`src/rtl/preproc_axi_regs.sv`:
```
// AXI4-Lite slave register file for the preprocessing core: ID/date words plus FIFO_EN, SEL_SOURCE, SEL_FIR.
// Define PREPROC_SCRATCH_REG_EN to add a 32-bit SCRATCH register at offset 0x14.
module preproc_axi_regs #(
  parameter int          DATA_WIDTH = 32,
  parameter int          ADDR_WIDTH = 7,
  parameter logic [31:0] CORE_ID    = 32'h5052_4550,
  parameter logic [31:0] DATE       = 32'h0000_0000,
  parameter int          SRC_SEL_W  = 2,
  parameter int          FIR_SEL_W  = 3
) (
  input  logic                      s_axi_aclk,
  input  logic                      s_axi_areset,
  input  logic [ADDR_WIDTH-1:0]     s_axi_awaddr,
  input  logic                      s_axi_awvalid,
  output logic                      s_axi_awready,
  input  logic [DATA_WIDTH-1:0]     s_axi_wdata,
  input  logic [DATA_WIDTH/8-1:0]   s_axi_wstrb,
  input  logic                      s_axi_wvalid,
  output logic                      s_axi_wready,
  output logic [1:0]                s_axi_bresp,
  output logic                      s_axi_bvalid,
  input  logic                      s_axi_bready,
  input  logic [ADDR_WIDTH-1:0]     s_axi_araddr,
  input  logic                      s_axi_arvalid,
  output logic                      s_axi_arready,
  output logic [DATA_WIDTH-1:0]     s_axi_rdata,
  output logic [1:0]                s_axi_rresp,
  output logic                      s_axi_rvalid,
  input  logic                      s_axi_rready,
  output logic                      fifo_en,
  output logic [SRC_SEL_W-1:0]      sel_source,
  output logic [FIR_SEL_W-1:0]      sel_fir
);

  localparam int         STRB_W      = DATA_WIDTH / 8;
  localparam logic [1:0] RESP_OKAY   = 2'b00;
  localparam logic [1:0] RESP_SLVERR = 2'b10;

  typedef enum logic {W_IDLE, W_RESP} w_state_t;
  typedef enum logic {R_IDLE, R_DATA} r_state_t;

  w_state_t w_state;
  r_state_t r_state;

  logic                  aw_held, w_held;
  logic [ADDR_WIDTH-1:0] awaddr_q;
  logic [DATA_WIDTH-1:0] wdata_q;
  logic [STRB_W-1:0]     wstrb_q;
`ifdef PREPROC_SCRATCH_REG_EN
  logic [DATA_WIDTH-1:0] scratch;
`endif

  logic                  aw_hs, w_hs, ar_hs, wr_go;
  logic [ADDR_WIDTH-1:0] wr_addr;
  logic [DATA_WIDTH-1:0] wr_data, wr_mask, rd_data;
  logic [STRB_W-1:0]     wr_strb;
  logic                  wr_err, rd_err;
  logic                  unused_bits;

  assign aw_hs = s_axi_awvalid & s_axi_awready;
  assign w_hs  = s_axi_wvalid & s_axi_wready;
  assign ar_hs = s_axi_arvalid & s_axi_arready;

  // A half that arrived earlier is taken from its holding register, otherwise straight from the bus,
  // so a write commits on the very edge its second half is accepted.
  assign wr_addr = aw_held ? awaddr_q : s_axi_awaddr;
  assign wr_data = w_held ? wdata_q : s_axi_wdata;
  assign wr_strb = w_held ? wstrb_q : s_axi_wstrb;
  assign wr_go   = (w_state == W_IDLE) && (aw_held || aw_hs) && (w_held || w_hs);

  assign unused_bits = ^{wr_addr[1:0], s_axi_araddr[1:0], wr_data, wr_mask};

  always_comb begin
    wr_mask = '0;
    for (int i = 0; i < STRB_W; i++) wr_mask[i*8 +: 8] = {8{wr_strb[i]}};
  end

  always_comb begin
    wr_err = 1'b0;
    if (wr_addr[ADDR_WIDTH-1:5] != '0) wr_err = 1'b1;
    else begin
      case (wr_addr[4:2])
        3'd0, 3'd1, 3'd2, 3'd3, 3'd4: wr_err = 1'b0;
`ifdef PREPROC_SCRATCH_REG_EN
        3'd5:    wr_err = 1'b0;
`endif
        default: wr_err = 1'b1;
      endcase
    end
  end

  always_comb begin
    rd_data = '0;
    rd_err  = 1'b0;
    if (s_axi_araddr[ADDR_WIDTH-1:5] != '0) rd_err = 1'b1;
    else begin
      case (s_axi_araddr[4:2])
        3'd0:    rd_data = CORE_ID;
        3'd1:    rd_data = DATE;
        3'd2:    rd_data = DATA_WIDTH'(fifo_en);
        3'd3:    rd_data = DATA_WIDTH'(sel_source);
        3'd4:    rd_data = DATA_WIDTH'(sel_fir);
`ifdef PREPROC_SCRATCH_REG_EN
        3'd5:    rd_data = scratch;
`endif
        default: rd_err = 1'b1;
      endcase
    end
  end

  // Write channel and the control registers; ID/date writes fall through the case and are dropped.
  always_ff @(posedge s_axi_aclk or posedge s_axi_areset) begin
    if (s_axi_areset) begin
      w_state       <= W_IDLE;
      s_axi_awready <= 1'b1;
      s_axi_wready  <= 1'b1;
      s_axi_bvalid  <= 1'b0;
      s_axi_bresp   <= RESP_OKAY;
      aw_held       <= 1'b0;
      w_held        <= 1'b0;
      awaddr_q      <= '0;
      wdata_q       <= '0;
      wstrb_q       <= '0;
      fifo_en       <= 1'b0;
      sel_source    <= '0;
      sel_fir       <= '0;
`ifdef PREPROC_SCRATCH_REG_EN
      scratch       <= '0;
`endif
    end else begin
      case (w_state)
        W_IDLE: begin
          if (aw_hs) begin
            awaddr_q      <= s_axi_awaddr;
            aw_held       <= 1'b1;
            s_axi_awready <= 1'b0;
          end
          if (w_hs) begin
            wdata_q      <= s_axi_wdata;
            wstrb_q      <= s_axi_wstrb;
            w_held       <= 1'b1;
            s_axi_wready <= 1'b0;
          end
          if (wr_go) begin
            aw_held      <= 1'b0;
            w_held       <= 1'b0;
            s_axi_bvalid <= 1'b1;
            s_axi_bresp  <= wr_err ? RESP_SLVERR : RESP_OKAY;
            w_state      <= W_RESP;
            if (!wr_err) begin
              case (wr_addr[4:2])
                3'd2: fifo_en <= (fifo_en & ~wr_mask[0]) | (wr_data[0] & wr_mask[0]);
                3'd3: sel_source <= (sel_source & ~wr_mask[SRC_SEL_W-1:0]) |
                                    (wr_data[SRC_SEL_W-1:0] & wr_mask[SRC_SEL_W-1:0]);
                3'd4: sel_fir <= (sel_fir & ~wr_mask[FIR_SEL_W-1:0]) |
                                 (wr_data[FIR_SEL_W-1:0] & wr_mask[FIR_SEL_W-1:0]);
`ifdef PREPROC_SCRATCH_REG_EN
                3'd5: scratch <= (scratch & ~wr_mask) | (wr_data & wr_mask);
`endif
                default: ;
              endcase
            end
          end
        end
        W_RESP: begin
          if (s_axi_bready) begin
            s_axi_bvalid  <= 1'b0;
            s_axi_bresp   <= RESP_OKAY;
            s_axi_awready <= 1'b1;
            s_axi_wready  <= 1'b1;
            w_state       <= W_IDLE;
          end
        end
      endcase
    end
  end

  // Read channel: data is captured on the AR handshake and held until the master takes it.
  always_ff @(posedge s_axi_aclk or posedge s_axi_areset) begin
    if (s_axi_areset) begin
      r_state       <= R_IDLE;
      s_axi_arready <= 1'b1;
      s_axi_rvalid  <= 1'b0;
      s_axi_rdata   <= '0;
      s_axi_rresp   <= RESP_OKAY;
    end else begin
      case (r_state)
        R_IDLE: begin
          if (ar_hs) begin
            s_axi_arready <= 1'b0;
            s_axi_rvalid  <= 1'b1;
            s_axi_rdata   <= rd_data;
            s_axi_rresp   <= rd_err ? RESP_SLVERR : RESP_OKAY;
            r_state       <= R_DATA;
          end
        end
        R_DATA: begin
          if (s_axi_rready) begin
            s_axi_rvalid  <= 1'b0;
            s_axi_arready <= 1'b1;
            r_state       <= R_IDLE;
          end
        end
      endcase
    end
  end

endmodule

```
`config.mk`:
```
export PLATFORM = sky130hd
export DESIGN_NAME = preproc_axi_regs
export DESIGN_NICKNAME = d
export VERILOG_FILES = /design/src/rtl/preproc_axi_regs.sv
export SDC_FILE = /design/constraint.sdc
export NUM_CORES = 1
export LEC_CHECK = 0
export BUFFER_PORTS_ARGS = -buffer_cell sky130_fd_sc_hd__buf_4
export CORE_ASPECT_RATIO = 2
export CORE_UTILIZATION = 37
export CTS_BUF_LIST = sky130_fd_sc_hd__clkbuf_16
export DETAILED_ROUTE_END_ITERATION = 8
export PLACE_DENSITY = 0.71
export SYNTH_ARGS = -nofsm -noshare
export SYNTH_HDL_FRONTEND = slang
export SYNTH_SLANG_ARGS = --single-unit
```
`constraint.sdc`:
```
create_clock -name s_axi_aclk -period 2.9 [get_ports s_axi_aclk]
set_input_delay 0.435 -clock s_axi_aclk [delete_from_list [all_inputs] [get_ports s_axi_aclk]]
set_output_delay 0.435 -clock s_axi_aclk [all_outputs]
set_load 0.05 [all_outputs]
```
==> results.json, run 1 <==
{
  "clock_power_share_pct": 32.6,
  "route.detailed.vias_per_inst": 4.74,
  "ioPinCount": 104,
  "clock.fmax_ghz": 0.428,
  "rsz0062_at_grt": "false",
  "first_pass_iters": 4,
  "finalHoldWorstSlack_ps": 234,
  "chipHeight_um": 96.5,
  "clock_tree.buffer_depth": 2,
  "numCtsBuffers": 5,
  "chipWidth_um": 49.2,
  "report.final.slew_viol_count": 0,
  "yosys.area_share.simple_pct": 11.4,
  "crit_path_end_kind": "flop",
  "timing.critical_path.from_type": "flop",
  "drtIter0Drc": 11,
  "clock-sinks": 30,
  "crit_required_ps": 3060,
  "synth-compound-area-share_pct": 11.8,
  "cp_data_arrival_time_ps": 2500,
  "p_leak_nw": 1.03,
  "fin_crit_ps": 2340,
  "netSwitchingFraction_pct": 37.4,
  "num-fill-cells": 415,
  "grt_antenna_before_repair": 0,
  "final.setup_skew_ps": 3.45,
  "gpl.final_weighted_congestion": 0.754,
  "syn-mean-instance-area_um2": 10.6,
  "dp_hpwl_mm": 2.42,
  "post_cts_setup_inserts": 0,
  "dominant_combinational_cell_family_by_area_after_synthesis": "buffers and inverters",
  "synth_seq_area_share_pct": 45.7,
  "cts-resized-gates": 0,
  "place_worst_setup_slack_ps": 522,
  "ant_nets": 0,
  "report.final.setup_viol": 0,
  "total_power_mw": 2.03,
  "clock_tree.root_cell": "sky130_fd_sc_hd__clkbuf_16",
  "groute.usage.overall_pct": 14.5,
  "ir_worst_vdd_v": 0.000594,
  "post-synth-top-area-fraction_pct": 40.9,
  "final_nets": 253,
  "number_of_port_buffers": 46,
  "via_count": 1189,
  "clock_tree_from_tritoncts": "done",
  "post_route_cells_drive_above_1_share_pct": 39.1,
  "synthesis.instances": 155,
  "post_synth_most_frequent_cells": "sky130_fd_sc_hd__buf_4, sky130_fd_sc_hd__dfrtp_1, sky130_fd_sc_hd__mux2_2, sky130_fd_sc_hd__nand2_1, sky130_fd_sc_hd__o21ai_0",
  "drt_drc_violations_left": 0,
  "dieArea_um2": 4750,
  "ys_seq_elements": 30,
  "power.combinational.fraction_pct": 35.7,
  "core_um2": 4300,
  "edff_count_synth": 0,
  "synth_xor_xnor_area_share_pct": 0,
  "routed_wirelength_mm": 3.09,
  "report.final.hold_viol_count": 0,
  "synth.area.mux_share_pct": 14.2,
  "synthArstFlopShare_pct": 100,
  "layout-area-overhead-vs-synth_pct": 26.7,
  "synthAdderAreaFrac_pct": 0,
  "grt_max_degree": 31,
  "cell_type_with_the_highest_aggregate_area_in_the_netlist": "sky130_fd_sc_hd__dfrtp_1",
  "post_synth_instance_area_um2": 1650,
  "clock_latency_ps": 270,
  "floorplan.initialDensity_pct": 38.4,
  "grt_pass1_wl_mm": 5.04,
  "outcome": "finished clean",
  "synth.distinct_cells": 33,
  "ys_dominant_reg_cell": "sky130_fd_sc_hd__dfrtp_1",
  "vias_in_the_first_global_route": 1094,
  "cts_max_level": 2,
  "postLayoutSetupSlackWorst_ps": 563,
  "cts.reportedPaths.clkPinSlew_ps": 50,
  "synthTopCellsByArea": "sky130_fd_sc_hd__dfrtp_1, sky130_fd_sc_hd__buf_4, sky130_fd_sc_hd__mux2_2",
  "fin_crit_sh_pct": 80.6,
  "synth_most_common_cell": "sky130_fd_sc_hd__buf_4",
  "yosysWarningCount": 0,
  "power_report.internal_total_mw": 1.27,
  "critPathKind": "flop to flop",
  "seq_power_share_pct": 31.7,
  "hp-class": "input port to asynchronous set/reset pin",
  "worstPathMaxFanout": 11,
  "antenna_cells": 0,
  "cts_hold_repair_buffers": 0,
  "overflow": 0,
  "switching_component_of_the_power_mw": 0.758,
  "drv.max_cap_violation_count": 0,
  "final.setup.tns_ps": 0,
  "wire_per_inst_um": 12.3,
  "p_per_area_nw_per_um2": 970,
  "placement_rows": 34
}
-- area by class of cell --
class	count	area, µm²	share of cell area [%]
Sequential cell	30	754	36.1
Multi-Input combinational cell	104	697	33.3
Clock inverter	3	63.8	3.05
Clock buffer	5	125	5.98
Tap cell	54	67.6	3.23
Timing Repair Buffer	47	353	16.9
Inverter	8	30.0	1.44
-- per-stage QoR --
| step | area, µm² | utilization (%) | std cells |
|---|---|---|---|
| finish | 2090 | 48.7 | 251 |
| global route | 2090 | 48.7 | 251 |
| CTS | 2090 | 48.7 | 251 |
| detailed placement | 1900 | 44.3 | 243 |
| global placement | 1900 | 44.3 | 243 |
| floorplan | 1730 | - | 175 |
-- worst max-delay path: stages, from the launching register on --
cell and delay (ps):
sky130_fd_sc_hd__dfrtp_1 520, sky130_fd_sc_hd__or3b_1 440, sky130_fd_sc_hd__a2111oi_4 390, sky130_fd_sc_hd__or4b_4 560, sky130_fd_sc_hd__mux2_4 310
-- final timing paths --
| check | start | depth (start not counted) | slack (ps) | end |
|---|---|---|---|---|
| worst max-delay path | aw_held | 4 | 560 | flop |
| worst min-delay path | s_axi_areset | 3 | 230 | asynchronous set/reset pin |
| worst max register to register | aw_held | 4 | 560 | flop |
| worst min register to register | s_axi_rvalid | 2 | 480 | s_axi_rvalid |
| max in group asynchronous | s_axi_areset | 3 | 2350 | s_axi_wready |
| min in group s_axi_aclk | s_axi_awvalid | 2 | 320 | s_axi_awready |
-- placed cells by master, fill, tap and decap left out, types with 2 or more instances in the layout --
| cell | instances |
|---|---|
| sky130_fd_sc_hd__a21oi_1 | 8 |
| sky130_fd_sc_hd__dfstp_2 | 3 |
| sky130_fd_sc_hd__inv_1 | 8 |
| sky130_fd_sc_hd__or3b_1 | 2 |
| sky130_fd_sc_hd__a21o_1 | 3 |
| sky130_fd_sc_hd__mux2_4 | 3 |
| sky130_fd_sc_hd__dfrtp_1 | 27 |
| sky130_fd_sc_hd__o31ai_1 | 2 |
| sky130_fd_sc_hd__nand2_1 | 13 |
| sky130_fd_sc_hd__nor2_1 | 6 |
| sky130_fd_sc_hd__o21ai_0 | 9 |
| sky130_fd_sc_hd__buf_4 | 47 |
| sky130_fd_sc_hd__nand4_1 | 2 |
| sky130_fd_sc_hd__nand3b_1 | 2 |
| sky130_fd_sc_hd__conb_1 | 21 |
| sky130_fd_sc_hd__clkbuf_16 | 5 |
| sky130_fd_sc_hd__mux2i_1 | 2 |
| sky130_fd_sc_hd__a31oi_1 | 3 |
| sky130_fd_sc_hd__bufinv_16 | 2 |
| sky130_fd_sc_hd__nand3_1 | 2 |
| sky130_fd_sc_hd__mux2_2 | 14 |
-- power groups by stage --
| stage | registers [mW] | logic (mW) | clock network [mW] |
|---|---|---|---|
| global route | 0.662 | 0.769 | 0.696 |
| detailed placement | 0.650 | 0.729 | 0 |
| CTS | 0.644 | 0.731 | 0.677 |
| finish | 0.643 | 0.724 | 0.661 |
| global placement | 0.644 | 0.720 | 0 |
| floorplan | 0.776 | 0.477 | 0 |
-- cell families (layout without fill, tap and decap cells) --
family                 count (synthesis)  in the layout
multiplexers                          20             20
flip-flops                            30             30
AO/OA/AOI/OAI                         29             29
AND/OR/NAND/NOR                       34             34
other                                  1             21
buffers and inverters                 41             63
-- per-layer routing --
metal,up-vias,track usage [%],wire length (µm)
li1,574,-,-
met1,558,13.4,1080
met2,51,27.4,1710
met3,6,3.91,214
met4,0,8.82,91
met5,-,0,0
No activity file was read; power rests on OpenSTA's default activity.
==> run 2, diff against run 1 <==
clock period = 2.18 ns   (was 2.9 ns; I/O delays follow)
==> run 2 against run 1 <==
  * Fmax rose by 11%
  * Combinational power rose by 40%
  * Global-route usage rose by 0.50 points
  * Clock-buffer cell count did not move
==> results.json, run 2 (synthesis results as in run 1) <==
{
  "floorplan.initialDensity_pct": 38.4,
  "cp_data_arrival_time_ps": 2270,
  "route.detailed.vias_per_inst": 4.71,
  "switching_component_of_the_power_mw": 1.02,
  "drt_drc_violations_left": 0,
  "routed_wirelength_mm": 3.23,
  "groute.usage.overall_pct": 15.0,
  "vias_in_the_first_global_route": 1128,
  "number_of_port_buffers": 46,
  "ant_nets": 0,
  "finalNonFillerCells": 254,
  "power.combinational.fraction_pct": 38.8,
  "dieArea_um2": 4750,
  "numPlacedInstances": 246,
  "postLayoutSetupSlackWorst_ps": 69.5,
  "hp-class": "input port to asynchronous set/reset pin",
  "grt_max_degree": 31,
  "final.setup.tns_ps": 0,
  "crit_required_ps": 2340,
  "numCtsBuffers": 5,
  "report.final.hold_viol_count": 0,
  "critical_path_buf_inv_count": 0,
  "num-fill-cells": 406,
  "antenna_cells": 0,
  "final.setup_skew_ps": 6.38,
  "clock.fmax_ghz": 0.474,
  "finish.instance_area_um2": 2090,
  "core_um2": 4300,
  "first_pass_iters": 3,
  "critPathKind": "flop to flop",
  "crit_path_top_delay_cell": "sky130_fd_sc_hd__or4b_4",
  "cts_max_level": 2,
  "gpl.final_weighted_congestion": 0.790,
  "outcome": "finished clean",
  "most_common_cell_after_layout_fill_and_taps_aside": "sky130_fd_sc_hd__buf_4",
  "seq_power_share_pct": 32.0,
  "cts.reportedPaths.clkPinSlew_ps": 50,
  "report.final.slew_viol_count": 0,
  "clock_latency_ps": 270,
  "grt_antenna_before_repair": 0,
  "placement.cell_area_um2": 1920,
  "p_leak_nw": 1.03,
  "clock-sinks": 30,
  "clock_tree.buffer_depth": 2,
  "overflow": 0,
  "critPathMaxStageDelay_ps": 540,
  "crit_chain": "or3b_4 > a2111oi_4 > or4b_4 > mux2_4",
  "final_nets": 256,
  "layout-area-overhead-vs-synth_pct": 26.8,
  "post_cts_setup_inserts": 0,
  "fin_crit_ps": 2110,
  "clock_tree.root_cell": "sky130_fd_sc_hd__clkbuf_16",
  "ioPinCount": 104,
  "clock_tree_from_tritoncts": "done",
  "via_count": 1196,
  "p_per_area_nw_per_um2": 1250,
  "post_route_cells_drive_above_1_share_pct": 41.0,
  "worstPathMaxFanout": 3,
  "cts-resized-gates": 0,
  "drv.max_cap_violation_count": 0,
  "rsz0062_at_grt": "false",
  "wire_per_inst_um": 12.7,
  "final_cell_mix": "sky130_fd_sc_hd__buf_4, sky130_fd_sc_hd__dfrtp_1, sky130_fd_sc_hd__conb_1, sky130_fd_sc_hd__mux2_2, sky130_fd_sc_hd__nand2_1",
  "crit_path_end_kind": "flop",
  "chipHeight_um": 96.5,
  "ir_worst_vdd_v": 0.000768,
  "timing.critical_path.from_type": "flop",
  "clock_power_share_pct": 29.3,
  "report.final.setup_viol": 0,
  "timing.critical_path.max_delay_family": "simple AND/OR/NAND/NOR gates",
  "grt_pass1_wl_mm": 5.17,
  "cts_hold_repair_buffers": 0,
  "drtIter0Drc": 10,
  "chipWidth_um": 49.2,
  "fin_crit_sh_pct": 96.8,
  "netSwitchingFraction_pct": 39.1,
  "placement_rows": 34,
  "place_worst_setup_slack_ps": 42.8,
  "total_power_mw": 2.62,
  "dp_hpwl_mm": 2.44,
  "power_report.internal_total_mw": 1.59
}
run 2: cell count changes in the layout (fill, tap and decap cells not counted):
cell / delta
sky130_fd_sc_hd__or3b_1: -1
sky130_fd_sc_hd__bufinv_16: -1
sky130_fd_sc_hd__clkinv_2: +2
sky130_fd_sc_hd__or3b_4: +1
sky130_fd_sc_hd__clkinv_1: -1
sky130_fd_sc_hd__buf_4: +3
run 2: power groups by stage:
| stage | Combinational, mW | Sequential, mW | Clock, mW |
|---|---|---|---|
| after detailed placement | 1.01 | 0.844 | 0 |
| after global routing | 1.07 | 0.860 | 0.808 |
| after CTS | 1.01 | 0.836 | 0.785 |
| final | 1.01 | 0.836 | 0.765 |
| after global placement | 0.995 | 0.837 | 0 |
| after floorplan | 0.634 | 1.03 | 0 |
run 2: final cells by class:
cell class	instances	area (µm²)	share of cell area, %
Clock inverter	3	40.0	1.91
Timing Repair Buffer	50	375	17.9
Clock buffer	5	125	5.98
Sequential cell	30	754	36.1
Inverter	8	30.0	1.44
Multi-Input combinational cell	104	699	33.4
Tap cell	54	67.6	3.23
run 2: worst min-delay path, cell delays in order:
cell                    delay (ps)
sky130_fd_sc_hd__buf_4         110
sky130_fd_sc_hd__inv_1          40
sky130_fd_sc_hd__buf_4         340
run 2: path summary, 6_finish.rpt:
| kind | from | slack (ps) | end | cells past startpoint |
|---|---|---|---|---|
| setup / recovery | awaddr_q[6] | 70 | flop | 4 |
| hold / removal | s_axi_areset | 130 | awaddr_q[5] | 3 |
| setup reg to reg | awaddr_q[6] | 70 | flop | 4 |
| hold reg to reg | s_axi_rresp[1] | 470 | s_axi_rresp[1] | 1 |
| max in group asynchronous | s_axi_areset | 1730 | s_axi_wready | 3 |
| min in group s_axi_aclk | s_axi_awvalid | 210 | s_axi_awready | 2 |
run 2: routing by layer:
metal | vias to the layer above | wire [µm] | global-route usage [%]
met2 | 52 | 1790 | 28.8
li1 | 576 | - | -
met4 | 0 | 86 | 10.3
met1 | 563 | 1160 | 13.3
met3 | 5 | 195 | 3.60
met5 | - | 0 | 0
run 2: through the flow:
stage               hold slack (ps)  util (%)
CTS                             142      48.6
global placement                432      44.8
finish                          134      48.7
floorplan                       390         -
detailed placement              434      44.8
global route                    166      48.7
==> run 3, diff against run 2 <==
PLACE_DENSITY = 0.73   (was 0.71)
==> run 3 against run 2 <==
  * Register-to-register slack barely moved
  * Sequential share of layout area unchanged
  * Critical path depth unchanged
  * Combinational power is essentially flat
  * Power shrank 0.40%
  * Highest routed layer unchanged
==> results.json, run 3 (synthesis results as in run 1) <==
{
  "routed_wirelength_mm": 3.09,
  "num-fill-cells": 412,
  "gpl.final_weighted_congestion": 0.820,
  "groute.usage.overall_pct": 15.4,
  "clock_tree_from_tritoncts": "done",
  "fin_crit_sh_pct": 96.8,
  "worstPathMaxFanout": 3,
  "via_count": 1181,
  "overflow": 0,
  "report.final.setup_viol": 0,
  "vias_in_the_first_global_route": 1134,
  "floorplan.initialDensity_pct": 38.4,
  "p_per_area_nw_per_um2": 1250,
  "grt_pass1_wl_mm": 5.26,
  "tightest_slew_ps": 497,
  "cts_max_level": 2,
  "slew-limit-headroom_pct": 66.6,
  "timing.reg2reg.worst_path_depth": 4,
  "wl_met1_mm": 1.06,
  "timing.critical_path.from_type": "flop",
  "clock-sinks": 30,
  "critPathKind": "flop to flop",
  "finalHoldWorstSlack_ps": 126,
  "fin_crit_ps": 2110,
  "power.combinational.fraction_pct": 38.6,
  "postLayoutSetupSlackWorst_ps": 70.5,
  "antenna_cells": 0,
  "finalCoreUtilization_pct": 48.7,
  "switching_component_of_the_power_mw": 1.01,
  "numCtsBuffers": 5,
  "ir_worst_vdd_v": 0.000920,
  "place_worst_setup_slack_ps": 32.2,
  "dieArea_um2": 4750,
  "chipHeight_um": 96.5,
  "clock_tree.root_cell": "sky130_fd_sc_hd__clkbuf_16",
  "post_cts_setup_inserts": 0,
  "cts.reportedPaths.clkPinSlew_ps": 50,
  "seq_power_share_pct": 32.1,
  "drtIter0Drc": 27,
  "dr_wl_met3_um": 216,
  "clock_tree.buffer_depth": 2,
  "dr.max_layer_used": "met4",
  "grt_max_degree": 31,
  "power_report.internal_total_mw": 1.59,
  "dp_hpwl_mm": 2.42,
  "ioPinCount": 104,
  "most_common_cell_after_layout_fill_and_taps_aside": "sky130_fd_sc_hd__buf_4",
  "crit_path_end_kind": "flop",
  "critical_path.reg2reg.startpoint": "awaddr_q[6]",
  "report.final.slew_viol_count": 0,
  "drt_drc_violations_left": 0,
  "report.final.hold_viol_count": 0,
  "drv.max_cap_violation_count": 0,
  "cp_data_arrival_time_ps": 2270,
  "post_route_cells_drive_above_1_share_pct": 41.0,
  "final_nets": 256,
  "grt_antenna_before_repair": 0,
  "core_um2": 4300,
  "chipWidth_um": 49.2,
  "number_of_port_buffers": 46,
  "placement_rows": 34,
  "clock.fmax_ghz": 0.474,
  "final.setup_skew_ps": 4.17,
  "route.detailed.vias_per_inst": 4.65,
  "wire_per_inst_um": 12.1,
  "final_cell_mix": "sky130_fd_sc_hd__buf_4, sky130_fd_sc_hd__dfrtp_1, sky130_fd_sc_hd__conb_1, sky130_fd_sc_hd__mux2_2, sky130_fd_sc_hd__nand2_1",
  "ff2ff_setup_slack_ps": 70,
  "first_pass_iters": 4,
  "hp-class": "input port to asynchronous set/reset pin",
  "crit_path_start": "awaddr_q[6]",
  "ant_nets": 0,
  "clock_latency_ps": 280,
  "clock_power_share_pct": 29.3,
  "p_leak_nw": 1.03,
  "layout-area-overhead-vs-synth_pct": 26.8,
  "outcome": "finished clean",
  "rsz0062_at_grt": "false",
  "route.met2.wl_mm": 1.71,
  "total_power_mw": 2.61,
  "final.setup.tns_ps": 0,
  "netSwitchingFraction_pct": 38.8,
  "crit_required_ps": 2340
}
==> run 3: cell counts in the layout (fill, tap and decap cells not counted) <==
Identical to the previous run, type by type.
==> run 3: worst min-delay path by stage <==
stage	startpoint	end	slack, ps
final	s_axi_areset	s_axi_rvalid	130
after global routing	s_axi_areset	s_axi_rvalid	180
after CTS	s_axi_areset	s_axi_bresp[1]	140
after detailed placement	s_axi_areset	s_axi_rvalid	430
after global placement	s_axi_areset	s_axi_rvalid	430
after floorplan	s_axi_arvalid	s_axi_arready	390
==> run 3: worst max-delay path, cell delays in order, from the launching register on <==
cell	delay (ps)
sky130_fd_sc_hd__dfrtp_1	370
sky130_fd_sc_hd__or3b_4	410
sky130_fd_sc_hd__a2111oi_4	360
sky130_fd_sc_hd__or4b_4	540
sky130_fd_sc_hd__mux2_4	310
==> run 3: stage by stage <==
step / cell area, µm² / std cells
6_report: 2090 / 254
5_1_grt: 2090 / 254
4_1_cts: 2090 / 254
3_5_place_dp: 1920 / 246
3_3_place_gp: 1920 / 246
2_1_floorplan: 1730 / 175
==> run 3: area by class of cell <==
type                    instances  area (µm²)  area share, %
clock buffers                   5         125           5.98
clock inverters                 3        40.0           1.91
repair buffers                 50         375           17.9
inverters                       8        30.0           1.44
multi-input cells             104         699           33.4
well taps                      54        67.6           3.23
flip-flops and latches         30         754           36.1
==> run 3: repair_timing <==
action / in CTS / in global routing
resized for setup: 0 / 1
setup endpoints to repair: 0 / 3
hold buffers: 0 / 0
==> run 3: per-layer routing <==
metal / global-route usage, % / up-vias
met1: 14.3 / 543
met4: 11.0 / 0
met3: 4.23 / 6
li1: - / 577
met2: 28.2 / 55
met5: 0 / -
==> run 3: power groups by stage <==
stage | Sequential, mW | Combinational (mW) | Clock, mW
floorplan | 1.03 | 0.634 | 0
global placement | 0.837 | 0.994 | 0
detailed placement | 0.844 | 1.00 | 0
CTS | 0.836 | 1.01 | 0.785
global route | 0.862 | 1.07 | 0.808
finish | 0.835 | 1.01 | 0.764
